--- src/rtl/handshake_responder.sv ---
// Slave end of a valid/ready request handshake: captures one request, holds it
// for a programmable delay, then returns the payload on a response channel.
module handshake_responder #(
  parameter int unsigned DATA_W = 32,
  parameter int unsigned LAT_W  = 4,
  parameter int unsigned CNT_W  = 8
) (
  input  logic              clk,
  input  logic              reset_n,
  input  logic              req_valid,
  output logic              req_ready,
  input  logic [DATA_W-1:0] req_data,
  input  logic [LAT_W-1:0]  lat_cfg,
  output logic              resp_valid,
  input  logic              resp_ready,
  output logic [DATA_W-1:0] resp_data,
  output logic              busy,
  output logic [CNT_W-1:0]  txn_cnt
);

  typedef enum logic [1:0] {
    ST_IDLE = 2'd0,
    ST_WAIT = 2'd1,
    ST_RESP = 2'd2
  } state_e;

  state_e            state_q, state_d;
  logic [LAT_W-1:0]  cnt_q, cnt_d;
  logic [DATA_W-1:0] data_q, data_d;
  logic [CNT_W-1:0]  txn_cnt_q, txn_cnt_d;

  always_ff @(posedge clk or negedge reset_n) begin
    if (!reset_n) begin
      state_q   <= ST_IDLE;
      cnt_q     <= '0;
      data_q    <= '0;
      txn_cnt_q <= '0;
    end else begin
      state_q   <= state_d;
      cnt_q     <= cnt_d;
      data_q    <= data_d;
      txn_cnt_q <= txn_cnt_d;
    end
  end

  always_comb begin
    state_d   = state_q;
    cnt_d     = cnt_q;
    data_d    = data_q;
    txn_cnt_d = txn_cnt_q;
    unique case (state_q)
      ST_IDLE: begin
        if (req_valid) begin
          data_d  = req_data;
          cnt_d   = lat_cfg;
          state_d = (lat_cfg != '0) ? ST_WAIT : ST_RESP;
        end
      end
      ST_WAIT: begin
        cnt_d = cnt_q - LAT_W'(1);
        if (cnt_q == LAT_W'(1)) begin
          state_d = ST_RESP;
        end
      end
      ST_RESP: begin
        if (resp_ready) begin
          state_d   = ST_IDLE;
          txn_cnt_d = txn_cnt_q + CNT_W'(1);
        end
      end
      default: state_d = ST_IDLE;
    endcase
  end

  // All outputs decode straight from registers; no input-to-output paths.
  assign req_ready  = (state_q == ST_IDLE);
  assign resp_valid = (state_q == ST_RESP);
  assign resp_data  = data_q;
  assign busy       = (state_q != ST_IDLE);
  assign txn_cnt    = txn_cnt_q;

endmodule
--- config.mk ---
export PLATFORM = sky130hd
export DESIGN_NAME = handshake_responder
export DESIGN_NICKNAME = d
export VERILOG_FILES = /design/src/rtl/handshake_responder.sv
export SDC_FILE = /design/constraint.sdc
export NUM_CORES = 1
export LEC_CHECK = 0
export BUFFER_PORTS_ARGS = -buffer_cell sky130_fd_sc_hd__buf_4
export CORE_ASPECT_RATIO = 0.75
export CORE_UTILIZATION = 40
export CTS_CLUSTER_SIZE = 20
export DETAILED_ROUTE_END_ITERATION = 8
export PLACE_DENSITY = 0.71
export SETUP_SLACK_MARGIN = 0.05
export SYNTH_ARGS = -nofsm -noshare
export SYNTH_HDL_FRONTEND = slang
export SYNTH_SLANG_ARGS = --single-unit
--- constraint.sdc ---
create_clock -name clk -period 3.21 [get_ports clk]
set_clock_uncertainty 0.2 [all_clocks]
set_input_delay 0.1605 -clock clk [delete_from_list [all_inputs] [get_ports clk]]
set_output_delay 0.1605 -clock clk [all_outputs]
set_load 0.01 [all_outputs]
==> results.py <==
metrics = {
    "clock_network": {
        "cts-htree-levels": 2,
        "clock-root-buffer": "clkbuf_8",
        "clockBufferDepth": 2,
        "postCtsSetupRepairBufs": 0,
        "numCtsBuffers": 5,
        "hold_buffers": 35,
        "clkLatencyLatePin_ns": 0.29,
        "ctsResizeCount": 0,
        "clkTransAtPathRegs_ns": 0.09,
        "cts_tree": "done",
        "clkSinkCount": 46,
    },
    "logic_synthesis": {
        "yosys_warnings": 0,
        "synth.top_cell.area_share_pct": 54.2,
        "synth_simple_gate_area_share_pct": 9.55,
        "synth_largest_area_cell": "dfrtp_1",
        "synthXorXnorAreaFrac_pct": 2.89,
        "synth.cell_area_um2": 2120,
        "synth_area_per_cell_um2": 14.4,
        "synthCells": 147,
        "ys_seq_area_share_pct": 54.2,
        "synth-main-ff-cell": "dfrtp_1",
        "synth_cell_types": 37,
        "synth_top_family_by_area": "multiplexers",
        "syn_nets": 190,
        "ys_ff_latch": 46,
        "synth.top_cells.by_area": "dfrtp_1 (54%), mux2_4 (21%), buf_12 (2.8%), ha_1 (1.8%), xnor2_1 (1.6%)",
        "synthAdderAreaFrac_pct": 1.77,
        "synth_edf_count": 0,
        "synth-compound-area-share_pct": 4.01,
        "ys_async_sr_fraction_pct": 100,
        "synthMuxAreaShare_pct": 22.3,
    },
    "sta": {
        "relSlewSlack_pct": 60.1,
        "fin_crit_ns": 2.06,
        "finalHoldViolCount": 0,
        "rsz0062_at_grt": "no",
        "setup_tns_ns": 0,
        "fmax_mhz": 486,
        "report.final.slew_viol_count": 0,
        "setup_viol": 0,
        "worst_slew_pin_slew_ns": 0.599,
        "holdWs_ns": 0.0118,
        "post-route-period-util_pct": 64.1,
    },
    "drt": {
        "first_pass_iters": 5,
        "drt-initial-drc-count": 58,
        "num_vias": 1541,
        "ant_nets": 0,
        "drc": 0,
        "avgViaCountPerCell": 4.55,
        "totalWireLength_um": 4700,
        "post_drt_wl_per_cell_um": 13.9,
    },
    "floorplanning": {
        "top_level_ports": 83,
        "rows": 22,
        "initial_core_util_pct": 42.4,
        "dieArea_um2": 5610,
        "die_h_um": 65.1,
        "die_w_um": 86.1,
        "core_area_um2": 5010,
    },
    "worst_hold_path": {
        "hp-start": "lat_cfg[0]",
        "min_path_type": "in -> reg",
    },
    "global_routing": {
        "grt_use_met3_pct": 5.03,
        "grt_busiest_layer": "met2",
        "antenna_found_initial": 0,
        "grt_start_max_net_pins": 47,
        "first_global_vias": 1543,
        "grt.overflow.total": 0,
        "grt_use_met2_pct": 28.0,
        "grt_pass1_wl_um": 7650,
        "met1_usage_pct": 24.5,
        "track_usage_pct": 17.7,
    },
    "finish": {
        "fin_cells": 339,
        "nets": 308,
        "final.fill_count": 409,
        "layout-drive-gt1-share_pct": 47.4,
        "area_delta_synth_final_pct": 49.8,
    },
    "critical_path": {
        "critPathBufInv": 2,
        "critPathCaptureType": "flip-flop",
        "cp_slowest_cell": "and2_4",
        "worstPathCellList": "inv_1 -> nand2_4 -> inv_2 -> and2_4 -> mux2_2",
        "crit_start": "state_q[1]",
        "path_class": "reg -> reg",
        "cp_data_required_time_ns": 3.18,
        "max_stage_delay_ns": 0.52,
        "arrival_ns": 2.03,
        "cp_max_fo": 32,
        "r2r_start": "state_q[1]",
        "cp_top_family": "simple AND/OR/NAND/NOR gates",
        "worst_setup_path_start_kind": "flip-flop",
    },
    "placed_design": {
        "dp_hpwl_um": 2900,
        "port-buffer-count": 82,
        "dp_cells": 295,
        "gp_congestion": 0.803,
    },
    "power": {
        "power_density_nw_per_um2": 789,
        "leakagePower_nw": 1.54,
        "totalPowerFinal_mw": 2.51,
        "ir_worst_vdd_v": 0.000303,
    },
    "run": {
        "max_cap_violations": 0,
    },
    "status": {
        "outcome": "finished clean",
    },
}
[tightest hold or removal path: stages]
cell and delay [ns]:
buf_4 0.11, o22ai_1 0.10, a221oi_1 0.09
[metal layers]
metal	share of wire (%)	routed length (um)
met1	47	2200
met2	46	2150
met3	7.2	337
met4	0.26	12
met5	0	0
[worst paths after layout]
path | to | slack [ns] | depth (start not counted)
setup / recovery | resp_data[2] | 1.15 | 5
hold / removal | cnt_q[0] | 0.01 | 3
setup reg to reg | resp_data[2] | 1.15 | 5
hold reg to reg | txn_cnt[7] | 0.28 | 1
max in group asynchronous | txn_cnt[2] | 2.20 | 2
min in group asynchronous | resp_data[20] | 0.21 | 2
[cells in the mapped netlist, drive strengths merged (2+ instances only)]
library cell,number
nand2b,3
a21oi,2
nand2,8
inv,6
dfrtp,46
nor3b,2
nor4,2
nor2b,2
nand3,3
ha,3
nor3,4
mux2,32
xnor2,4
xor2,3
buf,5
nor2,4
o22ai,3
[report_power, final]
group	switching, mW	leakage (nW)	internal (mW)
combinational	0.434	0.942	0.729
sequential	0.183	0.552	0.829
clock	0.182	0.0452	0.154
total	0.799	1.54	1.71
[layout by cell type, fill, tap and decap left out, types with 4 or more instances in the layout]
cell type | Yosys | layout
buf_4 | 0 | 82
clkbuf_8 | 0 | 5
dfrtp_1 | 46 | 46
dlygate4sd3_1 | 0 | 35
inv_1 | 4 | 4
mux2_4 | 30 | 30
nand2_1 | 7 | 7
nor2_1 | 4 | 4
nor3_1 | 4 | 4
xnor2_1 | 4 | 4
[metrics by stage]
step / setup WS, ns / utilization [%] / instance area, um^2
after CTS: 1.13 / 63.4 / 3180
after floorplan: 1.51 / - / 2120
after detailed placement: 1.13 / 54.7 / 2740
final: 1.15 / 63.5 / 3180
after global routing: 1.04 / 63.4 / 3180
after global placement: 1.20 / 54.7 / 2740
[cells by family (layout without fill, tap and decap cells)]
logic type,count (synthesis),count (layout)
buf+inv,12,131
other cells,0,1
simple gates,35,35
flops,46,46
xor+xnor,7,7
mux,32,32
fa+ha+maj,3,3
compound gates,12,12
[registers in the layout, summed over array words and instances (netlist names)]
register	cells
resp_data	32
txn_cnt	8
cnt_q	4
state_q	2
[final cells by class]
type,count,area [um^2],area share (%)
Inverter,6,25.0,0.787
Timing Repair Buffer,117,966,30.4
Clock inverter,2,13.8,0.433
Multi-Input combinational cell,89,860,27.0
Tap cell,72,90.1,2.83
Antenna cell,1,2.50,0.0787
Sequential cell,46,1150,36.2
Clock buffer,6,72.6,2.28
Power figures use the tool's default switching activity.
